`src/rtl/tick_event_scheduler.sv`:
```
// Turns PULSE_5MS ticks into timestamped, sequence-numbered events queued in a FWFT FIFO.
// Define TICK_EVENT_SCHEDULER_SKEW_CHECK_EN to build the inter-event skew check.
module tick_event_scheduler #(
  parameter int unsigned PERIOD_TICKS  = 200,
  parameter int unsigned FIFO_DEPTH    = 4,
  parameter int unsigned CLKS_PER_TICK = 50000
) (
  input  logic        clk,
  input  logic        reset,
  input  logic        start,
  input  logic        enable,
  input  logic [31:0] system_time,
  input  logic        pulse_5ms,
  output logic        evt_valid,
  input  logic        evt_ready,
  output logic [31:0] evt_timestamp,
  output logic [15:0] evt_seq,
  output logic [7:0]  overflow_count,
  output logic        busy,
  output logic        skew_err
);

  localparam int unsigned     PtrW     = (FIFO_DEPTH > 1) ? $clog2(FIFO_DEPTH) : 1;
  localparam int unsigned     CntW     = PtrW + 1;
  localparam logic [15:0]     LastTick = 16'(PERIOD_TICKS - 1);
  localparam logic [CntW-1:0] Depth    = CntW'(FIFO_DEPTH);

  typedef enum logic [1:0] {StIdle, StRun, StDrain} state_e;

  state_e state_q, state_d;

  logic        clear;
  logic        resume;
  logic        tick_hit;
  logic        gen_evt;
  logic [15:0] tick_cnt_q, tick_cnt_d;
  logic [15:0] seq_cnt_q, seq_cnt_d;

  logic [31:0]     mem_ts  [FIFO_DEPTH];
  logic [15:0]     mem_seq [FIFO_DEPTH];
  logic [PtrW-1:0] wr_ptr_q, rd_ptr_q;
  logic [CntW-1:0] count_q, count_d;
  logic            fifo_empty, fifo_full;
  logic            push, pop, drop;
  logic [31:0]     hold_ts_q;
  logic [15:0]     hold_seq_q;
  logic [7:0]      overflow_q;

  assign clear = reset | start;

  // Scheduler FSM
  always_comb begin
    state_d = state_q;
    resume  = 1'b0;
    unique case (state_q)
      StIdle: begin
        if (enable) begin
          state_d = StRun;
          resume  = 1'b1;
        end
      end
      StRun: begin
        if (!enable) state_d = StDrain;
      end
      StDrain: begin
        if (enable) begin
          state_d = StRun;
          resume  = 1'b1;
        end else if (fifo_empty) begin
          state_d = StIdle;
        end
      end
      default: state_d = StIdle;
    endcase
  end

  // Pulses only count in RUN; tick_cnt is held across DRAIN and IDLE.
  assign tick_hit = (state_q == StRun) && pulse_5ms;
  assign gen_evt  = tick_hit && (tick_cnt_q == LastTick);

  always_comb begin
    tick_cnt_d = tick_cnt_q;
    if (tick_hit) begin
      tick_cnt_d = gen_evt ? 16'd0 : tick_cnt_q + 16'd1;
    end
  end

  assign seq_cnt_d = gen_evt ? seq_cnt_q + 16'd1 : seq_cnt_q;

  // Event FIFO; a full FIFO still accepts a push when the head pops in the same cycle.
  assign fifo_empty = (count_q == '0);
  assign fifo_full  = (count_q == Depth);
  assign pop        = !fifo_empty && evt_ready;
  assign push       = gen_evt && (!fifo_full || pop);
  assign drop       = gen_evt && fifo_full && !pop;

  always_comb begin
    count_d = count_q;
    case ({push, pop})
      2'b10:   count_d = count_q + CntW'(1);
      2'b01:   count_d = count_q - CntW'(1);
      default: count_d = count_q;
    endcase
  end

  always_ff @(posedge clk) begin
    if (push) begin
      mem_ts[wr_ptr_q]  <= system_time;
      mem_seq[wr_ptr_q] <= seq_cnt_q;
    end
  end

  always_ff @(posedge clk) begin
    if (clear) begin
      state_q    <= StIdle;
      tick_cnt_q <= '0;
      seq_cnt_q  <= '0;
      wr_ptr_q   <= '0;
      rd_ptr_q   <= '0;
      count_q    <= '0;
      hold_ts_q  <= '0;
      hold_seq_q <= '0;
      overflow_q <= '0;
    end else begin
      state_q    <= state_d;
      tick_cnt_q <= tick_cnt_d;
      seq_cnt_q  <= seq_cnt_d;
      count_q    <= count_d;
      if (push) wr_ptr_q <= wr_ptr_q + PtrW'(1);
      if (pop) begin
        rd_ptr_q   <= rd_ptr_q + PtrW'(1);
        // Keep the departing head so the data outputs hold once the FIFO runs dry.
        hold_ts_q  <= mem_ts[rd_ptr_q];
        hold_seq_q <= mem_seq[rd_ptr_q];
      end
      if (drop && (overflow_q != 8'hFF)) overflow_q <= overflow_q + 8'd1;
    end
  end

  assign evt_valid      = !fifo_empty;
  assign evt_timestamp  = fifo_empty ? hold_ts_q : mem_ts[rd_ptr_q];
  assign evt_seq        = fifo_empty ? hold_seq_q : mem_seq[rd_ptr_q];
  assign overflow_count = overflow_q;
  assign busy           = (state_q != StIdle);

`ifdef TICK_EVENT_SCHEDULER_SKEW_CHECK_EN
  localparam logic [31:0] ExpDelta = 32'(PERIOD_TICKS * CLKS_PER_TICK);

  logic [31:0] last_time_q;
  logic        skip_q;
  logic        skew_q;

  // The first event after a (re)start or resume only seeds last_time_q.
  always_ff @(posedge clk) begin
    if (clear) begin
      last_time_q <= '0;
      skip_q      <= 1'b1;
      skew_q      <= 1'b0;
    end else begin
      if (resume) skip_q <= 1'b1;
      if (gen_evt) begin
        last_time_q <= system_time;
        skip_q      <= 1'b0;
        if (!skip_q && ((system_time - last_time_q) != ExpDelta)) skew_q <= 1'b1;
      end
    end
  end

  assign skew_err = skew_q;
`else
  logic unused_clks_per_tick;
  assign unused_clks_per_tick = ^32'(CLKS_PER_TICK);
  assign skew_err = 1'b0;
`endif

endmodule

```
`config.mk`:
```
export PLATFORM = sky130hd
export DESIGN_NAME = tick_event_scheduler
export DESIGN_NICKNAME = d
export VERILOG_FILES = /design/src/rtl/tick_event_scheduler.sv
export SDC_FILE = /design/constraint.sdc
export NUM_CORES = 1
export LEC_CHECK = 0
export CORE_MARGIN = 4
export CORE_UTILIZATION = 40
export CTS_BUF_LIST = sky130_fd_sc_hd__clkbuf_8 sky130_fd_sc_hd__clkbuf_16
export DETAILED_ROUTE_END_ITERATION = 6
export GPL_TIMING_DRIVEN = 0
export PLACE_DENSITY = 0.66
export SLEW_MARGIN = 5
export SYNTH_ARGS = -nofsm -noshare
export SYNTH_HDL_FRONTEND = slang
export SYNTH_SLANG_ARGS = --single-unit
```
`constraint.sdc`:
```
create_clock -name clk -period 3.6 [get_ports clk]
set_clock_uncertainty 0.15 [all_clocks]
set_input_delay 0.72 -clock clk [delete_from_list [all_inputs] [get_ports clk]]
set_output_delay 0.72 -clock clk [all_outputs]
set_load 0.1 [all_outputs]
```
==> results of run 1 <==
-- worst min-delay path, cell delays in order (launching register included) --
cell and delay [ns]:
dfxtp_1 0.30, nand2_1 0.05, a21oi_1 0.05
-- metrics by stage --
step | hold WS (ns) | worst slack [ns] | area [um2] | setup TNS (ns) | cells
floorplan | 0.2829 | 0.4415 | 11650 | 0 | 798
global placement | 0.2876 | -1.082 | 13080 | -179.04 | 1277
detailed placement | 0.2939 | -0.5879 | 13090 | -78.32 | 1277
CTS | 0.3025 | -0.1129 | 14080 | -0.7480 | 1335
global route | 0.3175 | 0.002440 | 14030 | 0 | 1335
finish | 0.3009 | 0.09290 | 14030 | 0 | 1335
-- flip-flops by register name, indices dropped and copies added (netlist names), named ones only --
register	flops
count_q	3
tick_cnt_q	16
mem_seq	64
overflow_count	8
seq_cnt_q	16
mem_ts	128
hold_seq_q	16
state_q	2
rd_ptr_q	2
wr_ptr_q	2
hold_ts_q	32
-- power groups by stage --
stage,combinational (W),sequential [W],clock [W]
6_report,0.0000972,0.00354,0.00315
4_1_cts,0.0000985,0.00354,0.00321
3_5_place_dp,0.0000979,0.00361,0
5_1_grt,0.000104,0.00354,0.00336
2_1_floorplan,0.0000277,0.00361,0
3_3_place_gp,0.0000961,0.00361,0
-- layout make-up --
class	count	area share
sequential	291	0.5521
multi-input combinational	458	0.2647
timing repair buffer	97	0.05965
clock buffer	31	0.05528
tap	384	0.03424
clock inverter	25	0.01747
buffer	42	0.01471
inverter	7	0.001872
-- worst max-delay path by stage --
stage / endpoint / cells past startpoint / startpoint / slack, ns
after CTS: evt_seq[7] / 5 / count_q[0] / -0.11
after global placement: evt_seq[7] / 4 / count_q[0] / -1.08
final: evt_seq[7] / 5 / count_q[2] / 0.09
after floorplan: mem_seq[0][0] / 5 / pulse_5ms / 0.44
after global routing: evt_timestamp[13] / 4 / flop / 0.002
after detailed placement: evt_seq[7] / 4 / count_q[0] / -0.59
-- cell families (layout without fill, tap and decap cells) --
group / after synthesis / in the layout / share of synthesized area
flip-flops: 291 / 291 / 0.6652
AND/OR/NAND/NOR: 251 / 251 / 0.1096
multiplexers: 100 / 100 / 0.1427
AO/OA/AOI/OAI: 61 / 61 / 0.02750
buffers and inverters: 49 / 202 / 0.01772
XOR/XNOR: 37 / 37 / 0.02782
adder cells (fa/ha/maj): 8 / 8 / 0.009238
other: 1 / 1 / 0.0003220
-- routing by layer --
layer / track usage / part of all wire / up-vias
li1: - / - / 3218
met1: 0.1998 / 0.45 / 3287
met2: 0.2480 / 0.49 / 121
met3: 0.02522 / 0.042 / 34
met4: 0.03166 / 0.018 / 2
met5: 0 / 0.00055 / -
-- cells in the final DEF, fill, tap and decap left out, types with 10 or more instances in the layout --
cell type / instances
a21oi_1: 55
buf_2: 32
clkbuf_1: 20
clkbuf_16: 31
clkbuf_2: 10
clkdlybuf4s15_2: 18
clkdlybuf4s50_1: 46
dfxtp_1: 99
edfxtp_1: 192
inv_1: 10
mux2_2: 48
mux4_2: 48
nand2_1: 120
nand3_1: 16
nor2_1: 50
nor3_1: 10
nor4_2: 15
xnor2_1: 30
-- timing repair --
action,CTS,global route
pin swaps,0,1
setup endpoints to repair,49,20
resized for setup,207,23
setup buffers,2,0
==> impl_results.md, run 1 <==
- Max-cap violation count: 0
- Synth Register Bits: 291
- Peak VDD IR: roughly 0.00035 V
- Total Wirelength: 23510 um
- Reg2reg setup slack: 0.43 ns
- Fillers: about 2500
- Core Box Area: approximately 29000 um2
- WHS Path Cells: 2
- Switching Fraction: 0.1904
- Max Freq: roughly 290 MHz
- Chip Height: 178.6 um
- IO Pins: between 90 and 100
- Initial antenna violation count: 1
- CP endpoint kind: primary output
- CTS tree: yes
- PortBufs: between 90 and 100
- Row count: between 60 and 70
- Synthesis warning total: 0
- Syn nets: ~840
- CP Class: flop to primary output
- Post-synth top flop: edfxtp_1
- Clk_lat worst skew: ~0.54 ns
- DR WL/cell: about 18 um
- DRT iter0 DRCs: roughly 330
- Slowest cell on crit path: nor3_4
- DR pass1 iterations: 5
- Status: finished, final reports clean
- Nets: 973
- Worst R2R End: mem_ts[2][17]
- Post-route ant nets: 0
- Max Root-Sink Buffers: 3
- Crit Path Max Fanout: 10
- GRT Overall Usage: 0.1465
- Post-synth top cells: edfxtp_1, nand2_1, dfxtp_1
- Leakage: ~4.7 nW
- DP Wirelength: 14710 um
- Final period util: 0.9742
- H-tree Lvls: 1
- Final core occ: 0.4889
- Crit-path max cell delay: roughly 0.44 ns
- Cell variety after synth: 44
- Area growth, synth to finish: 20.49%
- Final worst path period need: 3.507 ns
- Routed vias/inst: around 5
- Global-route wire length before repair: roughly 37000 um
- Critical Path RT: 2.73 ns
- Reg area: 7747 um2
- Final Power: 0.006788 W
- Worst-Margin Slew: around 0.98 ns
- R2R depth: 5
- Starting Density: 0.4058
- Placer Congestion: between 0.7 and 0.8
- Synth top area share: 0.4950
- Vias: 6662
- Final Hold Viols: 0
- Clk sinks: about 290
- CP top delay family: buffers and inverters
- Worst slew margin: 0.3450
- Worst min-delay path class: flop to flop
- Net load switching power: 0.001292 W
- CP bufs+invs: 3
- Dominant cell type by area after synthesis: edfxtp_1
- Worst path cell trace: nor3_4, buf_4, clkbuf_2, mux2_2, buf_2
- Crit start category: flop
- Fraction of registers with async set/reset: 0
- Clock Root Buffer: clkbuf_16
- Share of cells above drive strength 1: 0.2513
- CTS Hold Bufs: 0
- Die ar.: roughly 32000 um2
- Width of the die: approximately 180 um
- # setup viols final: 0
- Fin. max-slew vios: 0
- CTS Buf Count: 30
- Pin count of the biggest net entering global routing: slightly below 50
- RSZ-0062 raised after global routing: no
- PwrDens: roughly 480 nW/um2
- Vias in the first global route: roughly 6700
- Worst hold path endpoint: hold_ts_q[16]
- Total gr overflow: 0
- Hold_sp: hold_ts_q[16]
- Synthesized cell area: between 10000 and 15000 um2
- Antenna cell count: 0
- Multi-input logic area: 3715 um2
- DRC: 0
- Post-synthesis sequential area ratio: 0.6652
- Count leader, synth: edfxtp_1
- Synth area leaders: edfxtp_1, dfxtp_1, mux4_2
- Pint: approximately 0.0055 W
- Seq pwr share: 0.522
- Cell count after synthesis: 798
- Mean Syn Cell Area: ~15 um2
- RR Startpoint: tick_cnt_q[13]
- Worst-path clk slew: 0.06 ns
- Post-synth EDFFs: 192
- CP Data Arrival Time: between 2 and 3 ns
- Clock network fraction of design power: 0.464
- Combinational Power Share: 0.014
(Power assumes the default switching activity.)
==> run 2, diff against run 1 <==
Settings changed: CTS_CLUSTER_SIZE set to 30, PLACE_DENSITY 0.66 to 0.64.
Clock period 3.6 ns to 3.4 ns, I/O delays scaled along.
==> run 2 against run 1 <==
Against the previous run: setup slack hardly changed; critical path depth stayed put; power is 2.1% higher; routed wire length is 1.8% higher; die area stayed put; cell count stayed put; sequential power is 5.9% higher; final area is 0.81% lower; combinational power is 6% higher; clock power is 2% lower; core utilization is 0.40 points lower; clock-buffer cell count is 6 higher; critical endpoint is now evt_seq[8]; highest routed layer unchanged.
==> impl_results.md, run 2 (same netlist as run 1, synthesis figures left out) <==
- Routed vias/inst: 5.031 (+0.83%)
- Max Freq: 302.4 MHz
- DRT met1 WL: 10600 um (-0.66%)
- Max Root-Sink Buffers: 3 (unchanged)
- Crit Path Max Fanout: 10 (unchanged)
- Reg2reg setup slack: 0.30 ns (-0.13 ns)
- DR WL/cell: 17.92 um (+1.8%)
- Peak VDD IR: 0.0003241 V (-6.7%)
- Starting Density: 0.4058 (unchanged)
- Width of the die: 178.6 um (unchanged)
- DP Wirelength: 14790 um (+0.58%)
- Crit-path max cell delay: 0.52 ns (+0.08 ns)
- Leakage: 4.736 nW (+0.77%)
- CP endpoint kind: primary output
- Vias in the first global route: 6847 (+2.5%)
- IO Pins: 97 (unchanged)
- Layout Cells excl Fill: 1335 (unchanged)
- Pin count of the biggest net entering global routing: 49 (unchanged)
- CTS tree: yes
- Antenna cell count: 0 (unchanged)
- Crit start category: flop
- CP endpoint: evt_seq[8]
- Commonest non-fill, non-tap cell in the layout: edfxtp_1
- Final period util: 0.9727
- Max reg flops: 128 (unchanged)
- DP Worst Slack: -0.7045 ns (-0.1166 ns)
- Placer Congestion: 0.7504 (+3.6%)
- Chip Height: 178.6 um (unchanged)
- Most frequent CP cell: buf_8
- PwrDens: 498.1 nW/um2 (+3.0%)
- Worst slew margin: 0.3511 (+0.006120)
- Share of cells above drive strength 1: 0.2471 (-0.004206)
- Area growth, synth to finish: 19.51%
- Highest routed layer: met5
- RR Startpoint: tick_cnt_q[13]
- Largest regs: mem_ts x128, mem_seq x64, hold_ts_q x32
- Worst path cell trace: buf_8, buf_8, mux4_2, mux2_2, buf_2
- Total Wirelength: 23930 um (+1.8%)
- Clk_lat worst skew: 0.55 ns (about the same)
- Biggest register: mem_ts
- Setup TNS: 0 ns (unchanged)
- DR pass1 iterations: 4 (-1)
- Nets: 973 (unchanged)
- Met3 WL: 1039 um (+4.4%)
- Fillers: 2529 (+2.6%)
- CTS Buf Count: 31 (+3.3%)
- Initial antenna violation count: 1 (unchanged)
- Clock Root Buffer: clkbuf_16
- Worst-Margin Slew: 0.9703 ns (-0.009152 ns)
- DRT iter0 DRCs: 375 (+12%)
- Total gr overflow: 0 (unchanged)
- Core Box Area: 28700 um2 (unchanged)
- Max-cap violation count: 0 (unchanged)
- Vias: 6717 (+0.83%)
- Final Hold Viols: 0 (unchanged)
- CP Data Arrival Time: 2.48 ns (-0.16 ns)
- Commonest non-fill, non-tap cells in the layout: edfxtp_1, nand2_1, dfxtp_1, a21oi_1, nor2_1
- Final setup margin: 0.09286 ns (-0.00004000 ns)
- Placed cells: 1277 (unchanged)
- Die ar.: 31910 um2 (unchanged)
- GRT Overall Usage: 0.1508 (+0.004277)
- Clk sinks: 291 (unchanged)
- Post-route ant nets: 0 (unchanged)
- H-tree Lvls: 1 (unchanged)
- DRC: 0 (unchanged)
- Met2 routed WL: 11860 um (+4.0%)
- Final worst path period need: 3.307 ns
- Status: finished, final reports clean
- # setup viols final: 0 (unchanged)
- CP Class: flop to primary output
- Worst min-delay path class: flop to flop
- R2R depth: 5 (unchanged)
- Final Power: 0.006933 W (+2.1%)
- Critical Path RT: 2.57 ns (-0.16 ns)
- Global-route wire length before repair: 37560 um (+2.3%)
- Worst R2R End: mem_seq[0][11]
- Fin. max-slew vios: 0 (unchanged)
- Row count: 62 (unchanged)
- Slowest cell on crit path: mux4_2
- PortBufs: 95 (unchanged)
- Worst-path clk slew: 0.06 ns (about the same)
==> run 2: cell types whose count changed in the layout (fill, tap and decap cells not counted), sizes merged <==
cell,delta
clkdlybuf4s15,-18
buf,+15
inv,+11
clkbuf,+9
clkinv,-9
bufinv,-5
clkinvlp,-2
dlygate4sd2,-1
==> run 2: layout make-up <==
type / count / area [um2] / share of cell area
Buffer: 42 / 231.5 / 0.01663
Clock buffer: 37 / 858.3 / 0.06166
Inverter: 7 / 26.28 / 0.001888
Clock inverter: 20 / 92.59 / 0.006652
Multi-Input combinational cell: 458 / 3715 / 0.2669
Sequential cell: 291 / 7747 / 0.5566
Timing Repair Buffer: 96 / 768.2 / 0.05519
Tap cell: 384 / 480.5 / 0.03452
==> run 2: worst min-delay path by stage <==
stage                   startpoint             end  cells after the start
CTS                 hold_seq_q[15]  hold_seq_q[15]                      2
floorplan            hold_seq_q[0]   hold_seq_q[0]                      2
detailed placement  hold_seq_q[15]  hold_seq_q[15]                      2
finish               hold_ts_q[12]   hold_ts_q[12]                      2
global route         hold_ts_q[31]   hold_ts_q[31]                      2
global placement     hold_ts_q[13]   hold_ts_q[13]                      2
==> run 2: timing repair <==
item	in CTS	in global routing
resized for setup	216	89
hold buffers	0	0
pin swaps	1	1
setup buffers	1	0
setup endpoints to repair	49	52
==> run 2: critical path: cells and delay by family (launching register included) <==
kind | cells | cell delay [ns]
buffers and inverters | 3 | 0.69
muxes | 2 | 0.82
DFF | 1 | 0.40
==> run 2: through the flow <==
step | util | cell area, um2 | hold slack, ns
global route | 0.4850 | 13920 | 0.3152
CTS | 0.4892 | 14040 | 0.3045
finish | 0.4850 | 13920 | 0.2999
detailed placement | 0.4562 | 13090 | 0.2964
floorplan | - | 11650 | 0.2829
global placement | 0.4558 | 13080 | 0.2876
==> run 2: per-layer routing <==
| layer | track usage | up-vias |
|---|---|---|
| met1 | 0.2038 | 3334 |
| met4 | 0.03358 | 2 |
| met2 | 0.2565 | 120 |
| li1 | - | 3223 |
| met5 | 0 | - |
| met3 | 0.02628 | 38 |
==> run 2: power breakdown <==
group / internal (W) / leakage (nW) / switching, W
registers: 0.00375 / 2.69 / 0.000000968
logic: 0.0000447 / 1.53 / 0.0000588
clock network: 0.00177 / 0.515 / 0.00130
